$ cat config.mk
export PLATFORM = sky130hd
export DESIGN_NAME = jpeg_block_sequencer_flat
export DESIGN_NICKNAME = d
export VERILOG_FILES = /design/src/rtl/jpeg_block_sequencer_if.sv /design/src/rtl/jpeg_block_sequencer.sv /design/src/flat_wrapper.sv
export SDC_FILE = /design/constraint.sdc
export NUM_CORES = 1
export LEC_CHECK = 0
export CAP_MARGIN = 30
export CORE_ASPECT_RATIO = 0.75
export CORE_MARGIN = 4
export CORE_UTILIZATION = 30
export CTS_CLUSTER_DIAMETER = 200
export DETAILED_ROUTE_END_ITERATION = 6
export PLACE_DENSITY = 0.45
export SLEW_MARGIN = 10
export SYNTH_ARGS = -nofsm -noshare
export SYNTH_HDL_FRONTEND = slang
export SYNTH_SLANG_ARGS = --single-unit
$ cat constraint.sdc
create_clock -name clock -period 3.8 [get_ports clock]
set_clock_uncertainty 0.1 [all_clocks]
set_input_delay 0.76 -clock clock [delete_from_list [all_inputs] [get_ports clock]]
set_output_delay 0.76 -clock clock [all_outputs]
set_load 0.005 [all_outputs]
$ cat src/rtl/jpeg_block_sequencer_if.sv
// Handshake and control bundle between the JPEG block sequencer (slave) and its
// surrounding datapath/upstream logic (master).
interface jpeg_block_sequencer_if;
  logic        blk_valid;
  logic        blk_ready;
  logic        frame_start;
  logic        huff_done;
  logic        input_enable;
  logic        dct_enable;
  logic        dct_end_enable;
  logic [7:0]  matrix_row;
  logic        zigzag_input_enable;
  logic        zigag_enable;
  logic        Huffman_start;
  logic        is_luminance;
  logic        busy;
  logic [15:0] blk_count;
  logic        error;

  modport master (
    output blk_valid, frame_start, huff_done,
    input  blk_ready, input_enable, dct_enable, dct_end_enable, matrix_row,
           zigzag_input_enable, zigag_enable, Huffman_start, is_luminance,
           busy, blk_count, error
  );

  modport slave (
    input  blk_valid, frame_start, huff_done,
    output blk_ready, input_enable, dct_enable, dct_end_enable, matrix_row,
           zigzag_input_enable, zigag_enable, Huffman_start, is_luminance,
           busy, blk_count, error
  );
endinterface

$ cat src/rtl/jpeg_block_sequencer.sv
// Per-8x8-block control FSM for the JPEG encoder datapath.
// Optional Huffman watchdog enabled by defining JPEG_SEQ_WDOG_EN.
module jpeg_block_sequencer #(
  parameter int DCT_LATENCY   = 8,
  parameter int QUANT_LATENCY = 1,
  parameter int LUMA_BLOCKS   = 4,
  parameter int CHROMA_BLOCKS = 2,
  parameter int HUFF_TIMEOUT  = 4095
) (
  input logic                  clock,
  input logic                  reset,
  jpeg_block_sequencer_if.slave bus
);

  typedef enum logic [3:0] {
    IDLE, LOAD, DCT_GO, DCT_WAIT, DCT_STORE, QUANT, ZIGZAG, HUFF_GO, HUFF_WAIT, DONE
  } state_t;

  state_t      state;
  logic        blk_ready;
  logic        input_enable;
  logic        dct_enable;
  logic        dct_end_enable;
  logic [7:0]  matrix_row;
  logic        zigzag_input_enable;
  logic        zigag_enable;
  logic        huffman_start;
  logic        is_luminance;
  logic        busy;
  logic [15:0] blk_count;
  logic [15:0] dct_cnt;
  logic [7:0]  hold_cnt;
  logic [4:0]  comp_idx;
  logic        frame_pending;
`ifdef JPEG_SEQ_WDOG_EN
  logic [15:0] wd_cnt;
  logic        error_flag;
`endif

  always_ff @(posedge clock) begin
    if (reset) begin
      state               <= IDLE;
      blk_ready           <= 1'b0;
      input_enable        <= 1'b0;
      dct_enable          <= 1'b0;
      dct_end_enable      <= 1'b0;
      matrix_row          <= 8'd0;
      zigzag_input_enable <= 1'b0;
      zigag_enable        <= 1'b0;
      huffman_start       <= 1'b0;
      is_luminance        <= 1'b0;
      busy                <= 1'b0;
      blk_count           <= 16'd0;
      dct_cnt             <= 16'd0;
      hold_cnt            <= 8'd0;
      comp_idx            <= 5'd0;
      frame_pending       <= 1'b0;
`ifdef JPEG_SEQ_WDOG_EN
      wd_cnt              <= 16'd0;
      error_flag          <= 1'b0;
`endif
    end else begin
      input_enable        <= 1'b0;
      dct_enable          <= 1'b0;
      dct_end_enable      <= 1'b0;
      zigzag_input_enable <= 1'b0;
      zigag_enable        <= 1'b0;
      huffman_start       <= 1'b0;
      // A frame restart seen mid-block is deferred to DONE so the current block keeps its table set.
      if (state != IDLE && bus.frame_start)
        frame_pending <= 1'b1;

      case (state)
        IDLE: begin
          blk_ready <= 1'b1;
          if (bus.frame_start)
            comp_idx <= 5'd0;
          if (bus.blk_valid && blk_ready) begin
            state        <= LOAD;
            blk_ready    <= 1'b0;
            busy         <= 1'b1;
            input_enable <= 1'b1;
            is_luminance <= bus.frame_start || (comp_idx < 5'(LUMA_BLOCKS));
          end
        end
        LOAD: begin
          state      <= DCT_GO;
          dct_enable <= 1'b1;
        end
        DCT_GO: begin
          dct_cnt <= 16'd1;
          if (DCT_LATENCY == 1) begin
            state          <= DCT_STORE;
            dct_end_enable <= 1'b1;
          end else begin
            state <= DCT_WAIT;
          end
        end
        DCT_WAIT: begin
          if (dct_cnt == 16'(DCT_LATENCY - 1)) begin
            state          <= DCT_STORE;
            dct_end_enable <= 1'b1;
          end else begin
            dct_cnt <= dct_cnt + 16'd1;
          end
        end
        DCT_STORE: begin
          state               <= QUANT;
          matrix_row          <= 8'd0;
          hold_cnt            <= 8'd0;
          zigzag_input_enable <= (QUANT_LATENCY == 0);
        end
        // zigzag_input_enable is registered, so it is raised one cycle ahead of a row's last cycle.
        QUANT: begin
          if (hold_cnt == 8'(QUANT_LATENCY)) begin
            if (matrix_row == 8'd7) begin
              state        <= ZIGZAG;
              matrix_row   <= 8'd0;
              zigag_enable <= 1'b1;
            end else begin
              matrix_row          <= matrix_row + 8'd1;
              hold_cnt            <= 8'd0;
              zigzag_input_enable <= (QUANT_LATENCY == 0);
            end
          end else begin
            hold_cnt            <= hold_cnt + 8'd1;
            zigzag_input_enable <= (hold_cnt + 8'd1 == 8'(QUANT_LATENCY));
          end
        end
        ZIGZAG: begin
          state         <= HUFF_GO;
          huffman_start <= 1'b1;
        end
        HUFF_GO: begin
          state <= HUFF_WAIT;
`ifdef JPEG_SEQ_WDOG_EN
          wd_cnt <= 16'd1;
`endif
        end
        HUFF_WAIT: begin
          if (bus.huff_done) begin
            state <= DONE;
`ifdef JPEG_SEQ_WDOG_EN
          end else if (wd_cnt == 16'(HUFF_TIMEOUT)) begin
            error_flag <= 1'b1;
            state      <= DONE;
          end else begin
            wd_cnt <= wd_cnt + 16'd1;
`endif
          end
        end
        DONE: begin
          state         <= IDLE;
          busy          <= 1'b0;
          blk_ready     <= 1'b1;
          blk_count     <= blk_count + 16'd1;
          frame_pending <= 1'b0;
          if (frame_pending || bus.frame_start || comp_idx == 5'(LUMA_BLOCKS + CHROMA_BLOCKS - 1))
            comp_idx <= 5'd0;
          else
            comp_idx <= comp_idx + 5'd1;
        end
        default: state <= IDLE;
      endcase
    end
  end

  assign bus.blk_ready           = blk_ready;
  assign bus.input_enable        = input_enable;
  assign bus.dct_enable          = dct_enable;
  assign bus.dct_end_enable      = dct_end_enable;
  assign bus.matrix_row          = matrix_row;
  assign bus.zigzag_input_enable = zigzag_input_enable;
  assign bus.zigag_enable        = zigag_enable;
  assign bus.Huffman_start       = huffman_start;
  assign bus.is_luminance        = is_luminance;
  assign bus.busy                = busy;
  assign bus.blk_count           = blk_count;
`ifdef JPEG_SEQ_WDOG_EN
  assign bus.error               = error_flag;
`else
  assign bus.error               = 1'b0;
`endif

endmodule

$ cat src/flat_wrapper.sv
// flat-port wrapper written by rule: the top's interface ports become plain ports
module jpeg_block_sequencer_flat 
#(
  parameter int DCT_LATENCY   = 8,
  parameter int QUANT_LATENCY = 1,
  parameter int LUMA_BLOCKS   = 4,
  parameter int CHROMA_BLOCKS = 2,
  parameter int HUFF_TIMEOUT  = 4095
)
  (clock, reset, bus_blk_valid, bus_frame_start, bus_huff_done, bus_blk_ready, bus_input_enable, bus_dct_enable, bus_dct_end_enable, bus_matrix_row, bus_zigzag_input_enable, bus_zigag_enable, bus_Huffman_start, bus_is_luminance, bus_busy, bus_blk_count, bus_error);
  jpeg_block_sequencer_if bus_i ();
  input logic clock;
  input logic reset;
  input wire logic [$bits(bus_i.blk_valid)-1:0] bus_blk_valid;
  input wire logic [$bits(bus_i.frame_start)-1:0] bus_frame_start;
  input wire logic [$bits(bus_i.huff_done)-1:0] bus_huff_done;
  output wire logic [$bits(bus_i.blk_ready)-1:0] bus_blk_ready;
  output wire logic [$bits(bus_i.input_enable)-1:0] bus_input_enable;
  output wire logic [$bits(bus_i.dct_enable)-1:0] bus_dct_enable;
  output wire logic [$bits(bus_i.dct_end_enable)-1:0] bus_dct_end_enable;
  output wire logic [$bits(bus_i.matrix_row)-1:0] bus_matrix_row;
  output wire logic [$bits(bus_i.zigzag_input_enable)-1:0] bus_zigzag_input_enable;
  output wire logic [$bits(bus_i.zigag_enable)-1:0] bus_zigag_enable;
  output wire logic [$bits(bus_i.Huffman_start)-1:0] bus_Huffman_start;
  output wire logic [$bits(bus_i.is_luminance)-1:0] bus_is_luminance;
  output wire logic [$bits(bus_i.busy)-1:0] bus_busy;
  output wire logic [$bits(bus_i.blk_count)-1:0] bus_blk_count;
  output wire logic [$bits(bus_i.error)-1:0] bus_error;
  assign bus_i.blk_valid = bus_blk_valid;
  assign bus_i.frame_start = bus_frame_start;
  assign bus_i.huff_done = bus_huff_done;
  assign bus_blk_ready = bus_i.blk_ready;
  assign bus_input_enable = bus_i.input_enable;
  assign bus_dct_enable = bus_i.dct_enable;
  assign bus_dct_end_enable = bus_i.dct_end_enable;
  assign bus_matrix_row = bus_i.matrix_row;
  assign bus_zigzag_input_enable = bus_i.zigzag_input_enable;
  assign bus_zigag_enable = bus_i.zigag_enable;
  assign bus_Huffman_start = bus_i.Huffman_start;
  assign bus_is_luminance = bus_i.is_luminance;
  assign bus_busy = bus_i.busy;
  assign bus_blk_count = bus_i.blk_count;
  assign bus_error = bus_i.error;
  jpeg_block_sequencer #(.DCT_LATENCY(DCT_LATENCY), .QUANT_LATENCY(QUANT_LATENCY), .LUMA_BLOCKS(LUMA_BLOCKS), .CHROMA_BLOCKS(CHROMA_BLOCKS), .HUFF_TIMEOUT(HUFF_TIMEOUT)) u_core (.clock(clock), .reset(reset), .bus(bus_i));
endmodule
==> results of run 1 <==
[power groups by stage]
stage	Sequential [mW]	Combinational [mW]	Clock, mW
final	0.745	0.116	0.820
after floorplan	0.746	0.0900	0
after CTS	0.744	0.118	0.848
after detailed placement	0.760	0.118	0
after global routing	0.748	0.133	0.878
after global placement	0.760	0.116	0
[worst reg2reg max path: stages (launching register included)]
cell,delay (ns)
dfxtp_1,0.56
nand4bb_1,0.48
a21oi_2,0.40
nand2_1,0.11
o31a_1,0.30
a311oi_1,0.23
[placed cells by master, fill, tap and decap left out, types with 9 or more instances in the layout]
master and instances:
o21ai_0 21, clkdlybuf4s50_1 36, xnor2_1 10, nand2_1 27, a21oi_1 37, or3_1 13
nand3_1 17, inv_1 9, nor2_1 44, dfxtp_1 67, nor3_1 24, clkbuf_16 9
xor2_1 13
[per-stage QoR]
| stage | setup WS [ns] | total power, mW | utilization | hold slack [ns] |
|---|---|---|---|---|
| 6_report | 1.53 | 1.68 | 0.374 | 0.389 |
| 5_1_grt | 1.33 | 1.76 | 0.374 | 0.429 |
| 4_1_cts | 1.54 | 1.71 | 0.374 | 0.393 |
| 3_5_place_dp | 1.45 | 0.877 | 0.348 | 0.385 |
| 3_3_place_gp | 1.47 | 0.876 | 0.348 | 0.372 |
| 2_1_floorplan | 1.98 | 0.836 | - | 0.358 |
[cells by family (layout without fill, tap and decap cells)]
group           Yosys count  count (layout)  share of synthesized area
compound gates           79              79                      0.141
xor+xnor                 23              23                     0.0603
fa+ha+maj                 8               8                     0.0300
buf+inv                  29              63                     0.0394
flops                    67              67                      0.402
mux                       1               1                    0.00300
other cells               1               1                    0.00112
simple gates            186             186                      0.323
[per-layer routing]
layer / routed length, um / up-vias / GRT usage
met5: 0 / - / 0
met4: 98 / 0 / 0.0383
met3: 376 / 9 / 0.0478
met2: 3140 / 49 / 0.168
met1: 4330 / 1372 / 0.197
li1: - / 1475 / -
[flip-flops by register name, summed over array words and instances (netlist names)]
signal and flops:
u_core.bus.blk_count 16, u_core.bus.zigag_enable 1, u_core.comp_idx 5, u_core.bus.zigzag_input_enable 1, u_core.bus.blk_ready 1, u_core.bus.dct_end_enable 1, u_core.bus.is_luminance 1, u_core.dct_cnt 16
u_core.bus.dct_enable 1, u_core.frame_pending 1, u_core.bus.busy 1, u_core.bus.input_enable 1, u_core.bus.Huffman_start 1, u_core.state 4, u_core.bus.matrix_row 8, u_core.hold_cnt 8
[layout make-up]
type | instances | area share
tap | 140 | 0.0430
timing repair buffer | 38 | 0.0914
sequential | 67 | 0.329
clock buffer | 14 | 0.0623
multi-input combinational | 298 | 0.458
clock inverter | 2 | 0.00859
inverter | 9 | 0.00828
[synthesized netlist by cell type, types with 2 or more instances]
library cell	number
xor2_1	13
clkbuf_1	12
a211oi_1	3
nand4b_1	4
and3_1	5
buf_2	3
nor2_1	44
or3b_2	2
nand2_1	27
nor3_1	24
and2_1	6
nor2b_1	2
inv_1	9
nand4_1	8
dfxtp_1	67
o21ai_0	21
nor4_1	4
or4_1	3
nand3_1	17
buf_4	5
nand4_2	2
a22oi_1	4
nand3b_1	3
o31ai_1	3
and4_1	2
nand2b_1	2
xnor2_1	10
and4bb_2	2
or3_1	13
a21oi_1	37
ha_1	8
[how the worst min path moves through the flow]
stage                                               start                               to  slack, ns  cells past startpoint
after floorplan           u_core.dct_cnt[15]$_SDFFE_PP0P_  u_core.dct_cnt[15]$_SDFFE_PP0P_       0.36                      2
after global placement    u_core.dct_cnt[15]$_SDFFE_PP0P_  u_core.dct_cnt[15]$_SDFFE_PP0P_       0.37                      2
after detailed placement  u_core.dct_cnt[15]$_SDFFE_PP0P_  u_core.dct_cnt[15]$_SDFFE_PP0P_       0.39                      2
after CTS                 u_core.dct_cnt[15]$_SDFFE_PP0P_  u_core.dct_cnt[15]$_SDFFE_PP0P_       0.39                      2
after global routing       u_core.dct_cnt[5]$_SDFFE_PP0P_   u_core.dct_cnt[5]$_SDFFE_PP0P_       0.43                      2
final                     u_core.dct_cnt[15]$_SDFFE_PP0P_  u_core.dct_cnt[15]$_SDFFE_PP0P_       0.39                      2
==> results by group, run 1 <==
Power and ir drop
  – Internal: approximately 1.3 mW
  – Leakage: 1.35 nW
  – PwrDens: approximately 400 mW/mm^2
  – Clk pwr share: 0.488
  – Seq pwr share: 0.443
  – Switching Share: 0.230
  – Worst vdd ir: 0.000231 V
  – Psw: between 300 and 400 uW
  – Gate power share: 0.069

Worst setup path
  – Critical path endpoint: u_core.bus.matrix_row[7]$_SDFFE_PP0P_
  – CP max FO: 13
  – Buf+Inv Stages, Crit Path: 0
  – Worst-case reg-to-reg path depth: 5
  – Critical path data required time: 3.94 ns
  – Worst path arrival time: 2.40 ns
  – Worst R2R Start: u_core.state[0]$_SDFFE_PP0P_
  – Crit path depth: 5
  – Critical Path Start: u_core.state[0]$_SDFFE_PP0P_
  – Worst setup SP type: flop
  – R2r endpoint: u_core.bus.matrix_row[7]$_SDFFE_PP0P_
  – Slowest stage delay, CP: 0.56 ns
  – Slowest cell on crit path: dfxtp_1
  – R2R Setup Slk: between 1.5 and 2 ns
  – Crit path kind: reg2reg
  – CP Cell Sequence: nand4bb_1, a21oi_2, nand2_1, o31a_1, a311oi_1
  – Delay-heaviest family, CP: compound AO/OA/AOI/OAI gates
  – Worst Setup End Kind: flop

Placement
  – Gpl congestion: roughly 0.77
  – IO buf count: 37
  – Post-DP HPWL: 5560 um
  – Placed Instances: roughly 550
  – DP Area: approximately 0.0038 mm^2

Detailed routing
  – DRC: 0
  – WL/cell: between 10 and 15 um
  – Drt pass-1 iters: 4
  – Final wirelength: 7950 um
  – Vias per std cell: slightly above 5
  – DR vias: slightly below 3000
  – Routed Antenna Nets: 0
  – Initial DRC Count: 133

STA
  – Tmin final: 2.27 ns
  – RSZ-0062 raised after global routing: false
  – Achievable Freq: between 400 and 500 MHz
  – Setup TNS: 0 ns
  – Final period utilization: 0.596
  – Worst-margin pin slew: 0.763 ns
  – Relative slew slack: 0.483
  – Endpoints failing hold: 0
  – Final Max Slew Viols: 0
  – Endpoints failing setup: 0

Die
  – Die area: 0.0129 mm^2
  – I/O Pins: 39
  – Die H: ~99 um
  – Starting Density: 0.306
  – Num rows: 33
  – Core area: 0.0109 mm^2
  – Die X: ~130 um

Yosys
  – Count of cell types in the netlist: 60
  – Synthesized area per cell: 8.47 um^2
  – Top cell type's share of synthesized area: 0.402
  – Post-synth EDFFs: 0
  – Synth top area cells: dfxtp_1 40%, a21oi_1 5.5%, nor2_1 4.9%, nor3_1 3.6%, xor2_1 3.4%
  – Yosys warns: 0
  – Mapped Cells: around 400
  – Top_reg_cell synth: dfxtp_1
  – Synth Register Bits: 67
  – Syn Nets: just over 400
  – Register area share after synthesis: 0.402
  – Ys async rst share: 0
  – Post-Syn Area: between 0.003 and 0.004 mm^2
  – Post-synth top area cell: dfxtp_1

Clock network
  – Cts hold-fix bufs: 0
  – Clock Latency Late Sink: between 0.3 and 0.4 ns
  – Setup Fix Bufs, Post-CTS: 0
  – Max Root-Sink Buffers: 2
  – Clock slew seen by the registers of the worst setup and hold paths: 0.06 ns
  – Post-CTS resize count: 0
  – CTS Buf Count: 9
  – Clock Sinks: between 60 and 70
  – CTS root buffer: clkbuf_16
  – CTS tree: done
  – CTS H-tree depth: 3

GRT
  – Number of global-route vias before repair: around 2600
  – First-pass GRT wire length: 13300 um
  – Initial antenna violation count: 0
  – GR Util All Layers: 0.130
  – Congestion Overflow GR: 0
  – Largest net degree at the start of global routing: 33

Hold path
  – Worst hold path class: reg2reg

Cells and area
  – Layout Nets: 436
  – Area of the multi-input gates: around 0.0019 mm^2
  – Layout Cells excl Fill: 568
  – Share of cells above drive strength 1: 0.0771
  – Storage cell area: 0.00134 mm^2
  – Fillers: 1137
  – Final instance area: 0.00408 mm^2
  – Antenna diodes: 0
  – Area Overhead vs Synth: 22.2%

Job
  – Max-Cap Viols: 0

Outcome
  – Status: complete, no violations
Note: power is estimated with default switching activity, not from simulation.
==> run 2: changes to the inputs <==
--- a/config.mk
+++ b/config.mk
@@ -11,7 +11,7 @@
 export CORE_UTILIZATION = 30
 export CTS_CLUSTER_DIAMETER = 200
 export DETAILED_ROUTE_END_ITERATION = 6
-export PLACE_DENSITY = 0.45
+export PLACE_DENSITY = 0.47
 export SLEW_MARGIN = 10
 export SYNTH_ARGS = -nofsm -noshare
 export SYNTH_HDL_FRONTEND = slang
==> constraint.sdc (replaced) <==
create_clock -name clock -period 2 [get_ports clock]
set_clock_uncertainty 0.1 [all_clocks]
set_input_delay 0.4 -clock clock [delete_from_list [all_inputs] [get_ports clock]]
set_output_delay 0.4 -clock clock [all_outputs]
set_load 0.005 [all_outputs]
==> results by group, run 2 (synthesized netlist as in run 1, its figures left out) <==
Outcome
  – Status: complete, no violations

Die
  – Num rows: 33
  – Die X: 130 um
  – Die H: 99.4 um
  – Die area: 0.0129 mm^2
  – Core area: around 0.011 mm^2
  – Starting Density: 0.306
  – I/O Pins: 39

Clock network
  – CTS H-tree depth: 3
  – Clock Sinks: 67
  – Max Root-Sink Buffers: 2
  – CTS tree: done
  – CTS root buffer: clkbuf_16
  – CTS Buf Count: 9
  – Clock slew seen by the registers of the worst setup and hold paths: 0.05 ns
  – Cts hold-fix bufs: 0
  – Clock Latency Late Sink: around 0.33 ns

Worst setup path
  – Worst path arrival time: 2.04 ns
  – Delay-heaviest family, CP: simple AND/OR/NAND/NOR gates
  – Slowest cell on crit path: or3_4
  – Worst Setup End Kind: flop
  – Buf+Inv Stages, Crit Path: 1
  – CP max FO: 6
  – CP Cell Sequence: buf_4, nor2_1, nand4_1, or3_4, or3_1, a21oi_1
  – Worst setup SP type: flop
  – Crit path kind: reg2reg
  – Critical path data required time: 2.15 ns
  – Slowest stage delay, CP: 0.37 ns

Placement
  – IO buf count: 37
  – Post-DP HPWL: approximately 5700 um
  – Gpl congestion: 0.809
  – DP Area: about 0.004 mm^2

GRT
  – Number of global-route vias before repair: 2728
  – Congestion Overflow GR: 0
  – Largest net degree at the start of global routing: 23
  – GR Util All Layers: 0.131
  – Initial antenna violation count: 0
  – First-pass GRT wire length: between 10000 and 15000 um

Cells and area
  – Commonest non-fill, non-tap cell in the layout: dfxtp_1
  – Final core utilization: 0.392
  – Most frequent cells in the layout: 66 x dfxtp_1, 44 x nor2_1, 37 x a21oi_1, 36 x clkdlybuf4s50_1, 27 x nand2_1
  – Antenna diodes: 0
  – Biggest regs: u_core.bus.blk_count (16), u_core.dct_cnt (16)
  – Area Overhead vs Synth: 28.0%
  – Final instance area: 0.00427 mm^2
  – Layout Nets: 459
  – Fillers: between 1000 and 1500
  – Storage cell area: 0.00134 mm^2
  – Area of the multi-input gates: between 0.0015 and 0.002 mm^2
  – Share of cells above drive strength 1: 0.137

STA
  – Worst-margin pin slew: 0.505 ns
  – Achievable Freq: 529 MHz
  – Min Hold Slack: 0.347 ns
  – Tmin final: 1.89 ns
  – Endpoints failing hold: 0
  – Final Max Slew Viols: 0
  – Endpoints failing setup: 0
  – Relative slew slack: 0.658
  – Final period utilization: 0.946
  – RSZ-0062 raised after global routing: true

Power and ir drop
  – Leakage: around 1.5 nW
  – Worst vdd ir: ~0.0004 V
  – Total Power: 3.20 mW
  – PwrDens: between 700 and 800 mW/mm^2

Detailed routing
  – Initial DRC Count: 109
  – Drt pass-1 iters: 4
  – DR vias: 2928
  – Final wirelength: 7950 um
  – DRC: 0
  – Vias per std cell: 4.95
  – WL/cell: about 13 um
  – Routed Antenna Nets: 0

Hold path
  – Worst hold path class: in2reg

Job
  – Max-Cap Viols: 0
==> run 2: cell count changes in the layout (fill, tap and decap cells not counted), sizes merged <==
cell	change
buf	+23
==> run 2: worst paths after layout <==
path | startpoint | endpoint | slack [ns] | cells after the start
min reg2reg | u_core.bus.busy$_SDFFE_PP0P_ | u_core.bus.busy$_SDFFE_PP0P_ | 0.39 | 2
max reg2reg | u_core.state[2]$_SDFFE_PP0P_ | u_core.dct_cnt[15]$_SDFFE_PP0P_ | 0.11 | 6
max | u_core.state[2]$_SDFFE_PP0P_ | u_core.dct_cnt[15]$_SDFFE_PP0P_ | 0.11 | 6
min | reset | u_core.state[3]$_SDFFE_PP0P_ | 0.35 | 2
==> run 2: where the power goes <==
group	total (mW)	internal, mW	switching, mW
registers	1.40	1.37	0.0343
logic	0.249	0.104	0.145
clock network	1.55	0.998	0.548
total	3.20	2.47	0.727
==> run 2: metal layers <==
metal	track usage	up-vias	routed length (um)
li1	-	1522	-
met5	0	-	0
met4	0.0431	0	63
met1	0.195	1371	4350
met2	0.173	30	3220
met3	0.0446	5	318
==> run 2: area by class of cell <==
class / instances / area share
inverters: 9 / 0.00791
clock inverters: 2 / 0.00820
clock buffers: 14 / 0.0594
flip-flops and latches: 67 / 0.314
multi-input cells: 298 / 0.442
well taps: 140 / 0.0410
repair buffers: 61 / 0.128
==> run 2: metrics by stage <==
step                instances  setup TNS (ns)  worst slack [ns]
global route              591        -0.00807          -0.00807
finish                    591               0             0.108
CTS                       590               0            0.0241
detailed placement        574               0            0.0376
floorplan                 394               0             0.176
global placement          574               0             0.105
==> run 2: timing repair <==
action                                 in CTS  in global routing
gates resized for setup                     0                  9
buffers inserted                            0                  1
endpoints found under the hold margin       0                  0
setup endpoints to repair                   0                 12
==> run 2: worst reg2reg max path: cells and delay by family (launching register included) <==
kind,cells,cell delay (ns)
AOI/OAI and AO/OA,1,0.15
DFF,1,0.35
and+or+nand+nor,4,1.05
buffers and inverters,1,0.16
